## config.mk

```make
export PLATFORM = sky130hd
export DESIGN_NAME = shared_reg_arbiter_flat
export DESIGN_NICKNAME = d
export VERILOG_FILES = /design/src/rtl/shared_reg_if.sv /design/src/rtl/shared_reg_arbiter.sv /design/src/flat_wrapper.sv
export SDC_FILE = /design/constraint.sdc
export NUM_CORES = 1
export LEC_CHECK = 0
export ABC_AREA = 1
export BUFFER_PORTS_ARGS = -buffer_cell sky130_fd_sc_hd__buf_2
export CORE_ASPECT_RATIO = 0.6
export CORE_MARGIN = 1
export CORE_UTILIZATION = 44
export DETAILED_ROUTE_END_ITERATION = 10
export MAX_ROUTING_LAYER = met4
export PLACE_DENSITY = 0.84
export SYNTH_ARGS = -nofsm -noshare
export SYNTH_HDL_FRONTEND = slang
export SYNTH_SLANG_ARGS = --single-unit
```

## constraint.sdc

```tcl
create_clock -name clk -period 1.5 [get_ports clk]
set_input_delay 0.225 -clock clk [delete_from_list [all_inputs] [get_ports clk]]
set_output_delay 0.225 -clock clk [all_outputs]
set_load 0.01 [all_outputs]
```

## src/rtl/shared_reg_if.sv

```systemverilog
// Bundle between the requesting writers (master) and the shared-register arbiter (slave).
// Writers drive request/last/data lanes; the arbiter returns grant, owner and the register itself.
interface shared_reg_if #(
    parameter int NUM_REQ = 4,
    parameter int DATA_W  = 8
);
    localparam int OWN_W = $clog2(NUM_REQ);

    logic [NUM_REQ-1:0]        req;
    logic [NUM_REQ-1:0]        last;
    logic [NUM_REQ*DATA_W-1:0] wdata;
    logic [NUM_REQ-1:0]        gnt;
    logic [OWN_W-1:0]          owner;
    logic                      busy;
    logic [DATA_W-1:0]         shared_q;
    logic                      wr_pulse;

    modport master (
        output req, last, wdata,
        input  gnt, owner, busy, shared_q, wr_pulse
    );

    modport slave (
        input  req, last, wdata,
        output gnt, owner, busy, shared_q, wr_pulse
    );
endinterface

```

## src/rtl/shared_reg_arbiter.sv

```systemverilog
// Round-robin arbiter giving NUM_REQ writers exclusive, burst-limited access to one register,
// with a dead turnaround cycle after every grant release.
module shared_reg_arbiter #(
    parameter int NUM_REQ  = 4,
    parameter int DATA_W   = 8,
    parameter int MAX_HOLD = 4
) (
    input  logic        clk,
    input  logic        rst_n,
    shared_reg_if.slave bus
);
    localparam int OWN_W = $clog2(NUM_REQ);
    localparam int CNT_W = $clog2(MAX_HOLD + 1);
    localparam logic [OWN_W-1:0] LAST_IDX = OWN_W'(NUM_REQ - 1);
    localparam logic [CNT_W-1:0] HOLD_LIM = CNT_W'(MAX_HOLD - 1);

    typedef enum logic [1:0] {
        ST_IDLE,
        ST_GRANT,
        ST_TURN
    } state_e;

    state_e             state_q;
    logic [NUM_REQ-1:0] gnt_q;
    logic [OWN_W-1:0]   owner_q;
    logic [OWN_W-1:0]   rr_ptr_q;
    logic [OWN_W-1:0]   rr_ptr_d;
    logic [CNT_W-1:0]   hold_cnt_q;
    logic [DATA_W-1:0]  shared_data_q;
    logic               wr_pulse_q;

    logic               sel_vld;
    logic [OWN_W-1:0]   sel_idx;
    logic               own_req;
    logic               own_last;
    logic               hold_done;
    logic [DATA_W-1:0]  own_data;

    // First requester at or after rr_ptr, wrapping past NUM_REQ-1 back to 0.
    always_comb begin : sel_scan
        int               idx;
        logic [OWN_W-1:0] cand;
        // NOTE: every output of a combinational block gets a default first so no latch is inferred.
        sel_vld = 1'b0;
        sel_idx = '0;
        idx     = 0;
        cand    = '0;
        for (int k = 0; k < NUM_REQ; k++) begin
            idx = int'(rr_ptr_q) + k;
            if (idx >= NUM_REQ) begin
                idx = idx - NUM_REQ;
            end
            cand = OWN_W'(idx);
            if (!sel_vld && bus.req[cand]) begin
                sel_vld = 1'b1;
                sel_idx = cand;
            end
        end
    end

    assign own_req   = bus.req[owner_q];
    assign own_last  = bus.last[owner_q];
    assign own_data  = bus.wdata[int'(owner_q)*DATA_W +: DATA_W];
    assign hold_done = (hold_cnt_q == HOLD_LIM);
    assign rr_ptr_d  = (owner_q == LAST_IDX) ? '0 : owner_q + 1'b1;

    // NOTE: all state, including the data register, is reset so a reset mid-burst leaves nothing partial.
    // NOTE: sequential state uses non-blocking assignments so every register samples pre-edge values.
    always_ff @(posedge clk or negedge rst_n) begin
        if (!rst_n) begin
            state_q       <= ST_IDLE;
            gnt_q         <= '0;
            owner_q       <= '0;
            rr_ptr_q      <= '0;
            hold_cnt_q    <= '0;
            shared_data_q <= '0;
            wr_pulse_q    <= 1'b0;
        end else begin
            case (state_q)
                ST_IDLE, ST_TURN: begin
                    wr_pulse_q <= 1'b0;
                    hold_cnt_q <= '0;
                    if (sel_vld) begin
                        gnt_q   <= NUM_REQ'(1) << sel_idx;
                        owner_q <= sel_idx;
                        state_q <= ST_GRANT;
                    end else begin
                        gnt_q   <= '0;
                        state_q <= ST_IDLE;
                    end
                end
                ST_GRANT: begin
                    if (own_req) begin
                        shared_data_q <= own_data;
                        wr_pulse_q    <= 1'b1;
                        hold_cnt_q    <= hold_cnt_q + 1'b1;
                    end else begin
                        wr_pulse_q    <= 1'b0;
                    end
                    // A dropped request, a final write or the hold limit all end the grant.
                    if (!own_req || own_last || hold_done) begin
                        gnt_q    <= '0;
                        rr_ptr_q <= rr_ptr_d;
                        state_q  <= ST_TURN;
                    end
                end
                default: begin
                    gnt_q      <= '0;
                    wr_pulse_q <= 1'b0;
                    state_q    <= ST_IDLE;
                end
            endcase
        end
    end

    assign bus.gnt      = gnt_q;
    assign bus.owner    = owner_q;
    assign bus.busy     = (state_q != ST_IDLE);
    assign bus.shared_q = shared_data_q;
    assign bus.wr_pulse = wr_pulse_q;
endmodule

```

## src/flat_wrapper.sv

```systemverilog
// flat-port wrapper written by rule: the top's interface ports become plain ports
module shared_reg_arbiter_flat 
#(
    parameter int NUM_REQ  = 4,
    parameter int DATA_W   = 8,
    parameter int MAX_HOLD = 4
)
  (clk, rst_n, bus_req, bus_last, bus_wdata, bus_gnt, bus_owner, bus_busy, bus_shared_q, bus_wr_pulse);
  shared_reg_if #(.NUM_REQ(NUM_REQ), .DATA_W(DATA_W)) bus_i ();
  input  logic clk;
  input  logic rst_n;
  input wire logic [$bits(bus_i.req)-1:0] bus_req;
  input wire logic [$bits(bus_i.last)-1:0] bus_last;
  input wire logic [$bits(bus_i.wdata)-1:0] bus_wdata;
  output wire logic [$bits(bus_i.gnt)-1:0] bus_gnt;
  output wire logic [$bits(bus_i.owner)-1:0] bus_owner;
  output wire logic [$bits(bus_i.busy)-1:0] bus_busy;
  output wire logic [$bits(bus_i.shared_q)-1:0] bus_shared_q;
  output wire logic [$bits(bus_i.wr_pulse)-1:0] bus_wr_pulse;
  assign bus_i.req = bus_req;
  assign bus_i.last = bus_last;
  assign bus_i.wdata = bus_wdata;
  assign bus_gnt = bus_i.gnt;
  assign bus_owner = bus_i.owner;
  assign bus_busy = bus_i.busy;
  assign bus_shared_q = bus_i.shared_q;
  assign bus_wr_pulse = bus_i.wr_pulse;
  shared_reg_arbiter #(.NUM_REQ(NUM_REQ), .DATA_W(DATA_W), .MAX_HOLD(MAX_HOLD)) u_core (.clk(clk), .rst_n(rst_n), .bus(bus_i));
endmodule
```

Word level (Yosys, flattened, before mapping)
Cells that the tools add are included.
W data, S select, Z words.
{"block": "word_totals", "regBits": 22, "inputBits": 42, "output_inout_bits": 16, "wordCells": 85}
{"block": "op_classes", "add_sub_neg": 9, "n_lt_le_gt_ge": 9, "n_eq_ne": 6, "shifts": 2, "muxes": 35, "reduce_logical": 17}
{"op": "$shiftx A32 B6 Y8", "n": 1}
{"op": "$mux W2", "n": 10}
{"op": "$lt A2 B3 Y1 const B", "n": 5}
{"op": "$mux W1", "n": 13}
{"op": "$bmux W1 S2", "n": 6}
{"op": "$ge A3 B3 Y1 const B", "n": 3}
{"op": "$mux W4", "n": 2}
{"op": "$pmux W4 S2", "n": 1}
{"op": "$reduce_and A2 Y1", "n": 4}
{"op": "$sub A2 B1 Y2 const B", "n": 4}
{"op": "$add A2 B2 Y3 const B", "n": 2}
{"op": "$pmux W3 S2", "n": 1}
{"op": "$eq A2 B2 Y1 const B", "n": 2}
{"op": "$logic_not A1 Y1", "n": 4}
{"op": "$ne A2 B1 Y1 const B", "n": 2}
{"op": "$pmux W2 S2", "n": 1}
{"op": "$reduce_bool A2 Y1", "n": 2}
{"op": "$shl A1 B2 Y4 const A", "n": 1}
{"op": "$add A2 B1 Y3 const B", "n": 1}
{"op": "$add A3 B1 Y3 const B", "n": 1}
{"op": "$eq A3 B2 Y1 const B", "n": 1}
{"op": "$ge A2 B3 Y1 const B", "n": 1}
{"op": "$logic_and A1 B1 Y1", "n": 3}
{"op": "$mux W3", "n": 1}
{"op": "other kinds (5)", "n": 6}

Longest topological paths before layout
{"block": "logic_depth", "depth_word": 17, "ltp_mapped": 12, "depth_no_buf": 12}

Worst setup path before layout
Ideal clock, no wire load.
{"block": "synth_path", "path_kind": "register to register", "start": "register u_core.rr_ptr_q[0]", "end": "register u_core.owner_q[1], in the netlist u_core.bus.owner[1]", "setup_time_ps": 126, "arrival_time_ps": 1241, "t_required_ps": 1374, "path_slack_ps": 133, "stages_incl_launch_ff": 12, "n_path_buf": 1, "synth_period_minus_slack_ps": 1367, "path_cell_list": "dfrtp_1 buf_6 nand2_1 nand2_2 nand2_1 nand2_2 nor2_4 nand3b_1 nand2_2 inv_2 nand2_1 o21ai_2"}
{"block": "synth_via", "elab_chain_len": 15, "elab_cells_between_ends": 38, "cone_classes": "add/sub (7); order compare (4); mux (20); reduce/logical (7)"}
{"item": "from (decl)", "line_no": "shared_reg_arbiter.sv:26", "text": "logic [OWN_W-1:0] rr_ptr_q;"}
{"item": "from (signal assigned)", "line_no": "shared_reg_arbiter.sv:103", "text": "rr_ptr_q <= rr_ptr_d;"}
{"item": "branches (longest 15 deep; another with $add A2 B1 Y3)"}
{"item": "to (signal assigned)", "line_no": "shared_reg_arbiter.sv:85", "text": "owner_q <= sel_idx;"}
{"item": "to (decl)", "line_no": "shared_reg_arbiter.sv:25", "text": "logic [OWN_W-1:0] owner_q;"}
Several ways; the timed one is not identified. The select of a mux whose other input is x is not followed.
A chain may end at the register's enable or synchronous reset.

Worst setup path in the final report
Same ends and word-level chain as after synthesis.

==> impl_results.rst <==
.. list-table::
   :header-rows: 1

   * - Metric
     - Value
   * - Post-DP HPWL
     - 3200 um
   * - Sequential-to-total area share from yosys stat
     - 0.373
   * - Number of cells produced by synthesis
     - 213
   * - Lkg Pwr
     - 1.15 nW
   * - Via/cell ratio
     - 5.07
   * - Remaining routing DRC violations
     - 0
   * - Vias after detailed routing
     - 1673
   * - Clock period minus final worst setup slack
     - 1630 ps
   * - Gp weighted congestion
     - 0.905
   * - Synth Register Bits
     - 22
   * - Maximum operating frequency
     - 614 MHz
   * - Critical path start-end classification
     - flop to flop
   * - Area overhead of the layout relative to synthesis
     - 38.3%
   * - Number of fillers in the final layout
     - 261
   * - TritonCTS clock tree
     - built
   * - Sum of routed wire length over all layers
     - 4220 um
   * - Floorplan row count
     - 15
   * - Type of the worst min-delay path
     - input port to flop
   * - Starting DRT DRC Count
     - 85
   * - First-pass GRT wire length
     - 6630 um
   * - Final clock skew
     - 2.57 ps
   * - Initial Utilization
     - 0.489
   * - Total power
     - 0.00453 W
   * - Register clock-pin slew on the reported worst setup and hold paths
     - 80 ps
   * - Setup Viol. Count Final
     - 8
   * - IO Count
     - 58
   * - Share of cells above drive strength 1
     - 0.389
   * - Slack of the critical path
     - -127 ps
   * - Failing checks
     - setup timing
   * - Distinct cells, synth
     - 25
   * - Total congestion overflow
     - 0
   * - Routed length per placed instance
     - 12.8 um
   * - Post-Layout Cell Count
     - 330
   * - Data required time of the worst path
     - 1660 ps
   * - Area contributors post-synth
     - dfrtp_1 37%, nand2_1 19%, o21ai_0 6.1%
   * - Die Height
     - 46.9 um
   * - GRT Total Usage
     - 0.251
   * - # placed instances
     - 317
   * - Count of yosys warnings during synthesis
     - 0
   * - Ys flop type
     - dfrtp_1
   * - Max cap viols
     - 0
   * - Largest driver fanout on the critical path
     - 8
   * - Worst setup timing slack at the placement stage
     - -115 ps
   * - Maximum vdd ir drop
     - 1020 uV
   * - Chip width
     - 76.8 um
   * - Number of hold violations in the final report
     - 0
   * - Slew Limit Fails
     - 0
   * - RSZ-0062 raised after global routing
     - true
   * - Post-layout nets
     - 334
   * - CP endpoint kind
     - flop
   * - Share of the synthesized area in the top cell type
     - 0.373
   * - Initial antenna violation count
     - 0
   * - Clock root cell
     - clkbuf_8
   * - Data arrival time of the critical path
     - 1790 ps
   * - Largest buffer count on any clock path
     - 2
   * - Run status
     - complete, but fails checks
   * - Die footprint
     - 3600 um^2
   * - Library cell occupying the most area in the post-synthesis netlist
     - dfrtp_1
   * - Async set or reset register ratio after synthesis
     - 1.00
   * - Mean post-synth cell area
     - 6.93 um^2
   * - Category of the worst setup path launch point
     - flop
   * - Area of the core
     - 3020 um^2
   * - Areal power density over the cells
     - 2220 nW/um^2
   * - Insertion delay to the later sink of the worst-skew pair
     - 270 ps
   * - Antenna-violating nets left
     - 0
   * - TritonCTS Buffers
     - 3
   * - First-pass iteration count of the detailed router
     - 4
   * - Worst-Margin Slew
     - 495 ps
   * - Sinks on Clock Net
     - 22
   * - Synthesized netlist net count
     - 258
   * - Diodes inserted
     - 0
   * - Part of the cycle the worst path needs
     - 1.08
   * - Count of flip-flops with a built-in enable after synthesis
     - 0
   * - Number of levels in the clock H-tree
     - 1
   * - Number of global-route vias before repair
     - 1482
   * - Largest net degree at the start of global routing
     - 23
   * - Worst slew margin relative to its limit
     - 0.670
   * - Syn Std Cell Area
     - 1480 um^2
   * - Count of buffers from port buffering
     - 57
## layout make-up
type                    instances  area [um^2]  share of cell area
multi-input cells             165          836               0.409
flip-flops and latches         22          552               0.270
repair buffers                 79          473               0.232
inverters                      17         66.3              0.0325
clock buffers                   4         55.1              0.0270
well taps                      42         52.6              0.0257
repair inverters                1         7.51             0.00368
## path summary, 6_finish.rpt
check / startpoint / endpoint / slack [ps] / cells past startpoint
max in group asynchronous: rst_n / u_core.rr_ptr_q[0] / 700 / 2
setup / recovery: u_core.rr_ptr_q[0] / u_core.bus.owner[1] / -130 / 11
hold / removal: bus_wdata[3] / u_core.bus.shared_q[3] / 320 / 5
setup reg to reg: u_core.rr_ptr_q[0] / u_core.bus.owner[1] / -130 / 11
min in group asynchronous: rst_n / u_core.rr_ptr_q[1] / 450 / 2
hold reg to reg: u_core.bus.shared_q[0] / u_core.bus.shared_q[0] / 480 / 2
## placed cells by master (no fill, tap or decap), drive strengths merged
cell	count
nand3b	2
nand3	10
o211ai	1
nand2	85
o22ai	9
nand4	1
dlygate4sd3	1
clkbuf	4
a31oi	1
inv	17
o21ai	24
nor2	24
buf	78
dfrtp	22
a21oi	2
clkinvlp	1
ha	3
or2	2
o21a	1
## synth_stat cells (2+ instances only)
| library cell | number |
|---|---|
| inv_2 | 5 |
| nor2_4 | 3 |
| nand3_2 | 3 |
| nand2_2 | 7 |
| nand3b_1 | 2 |
| o21ai_0 | 18 |
| nand3_1 | 7 |
| o21ai_1 | 5 |
| inv_1 | 12 |
| ha_1 | 3 |
| o22ai_1 | 9 |
| nand2_1 | 76 |
| nor2_1 | 21 |
| or2_2 | 2 |
| dfrtp_1 | 22 |
| nand2_4 | 2 |
| buf_2 | 7 |
| a21oi_1 | 2 |
## cells by family after synthesis
kind of cell / count (synthesis) / synth area share
AO/OA/AOI/OAI: 38 / 0.143
adder cells (fa/ha/maj): 3 / 0.0254
buffers and inverters: 26 / 0.0771
flip-flops: 22 / 0.373
AND/OR/NAND/NOR: 124 / 0.381
## worst max-delay path, cell delays in order (launching register included)
cell	delay [ps]
dfrtp_2	480
clkinvlp_4	160
nand2_2	110
nand2_4	60
nand2_2	60
nand2_2	60
nor2_4	110
nand3b_1	160
nand2_4	140
inv_2	70
nand2_2	60
o21ai_2	50
## where the power goes
| part | leakage, nW | internal [W] | switching (W) |
|---|---|---|---|
| clock network | 0.0288 | 0.000235 | 0.000196 |
| logic | 0.839 | 0.00126 | 0.00176 |
| registers | 0.280 | 0.000850 | 0.000231 |
| total | 1.15 | 0.00235 | 0.00219 |
## per-stage QoR
step	setup TNS (ps)	area (um^2)	hold WS, ps	utilization
final	-649	2040	317	0.676
after global routing	-2400	2040	349	0.676
after floorplan	0	1480	-70.6	-
after CTS	-550	1990	325	0.658
after detailed placement	-876	1870	217	0.619
after global placement	-105	1870	210	0.619
## flip-flops by register name, summed over array words and instances, names as in the netlist
signal               flops
u_core.hold_cnt_q        3
u_core.rr_ptr_q          2
u_core.bus.owner         2
u_core.bus.gnt           4
u_core.bus.shared_q      8
u_core.state_q           2
u_core.bus.wr_pulse      1
## per-layer routing
layer / wire (um) / up-vias / global-route usage
met1: 2050 / 761 / 0.331
met4: 72 / 0 / 0.0500
met2: 1870 / 65 / 0.400
met3: 226 / 12 / 0.0621
met5: 0 / - / -
li1: - / 835 / -
## repair_timing
| item | in CTS | in global routing |
|---|---|---|
| hold endpoints to repair | 22 | 0 |
| setup endpoints to repair | 19 | 21 |
| gates cloned | 1 | 0 |
| pin swaps | 8 | 5 |
| buffers inserted | 5 | 2 |
| resized for setup | 6 | 6 |
| hold buffers | 1 | 0 |
Power figures use the tool's default switching activity.
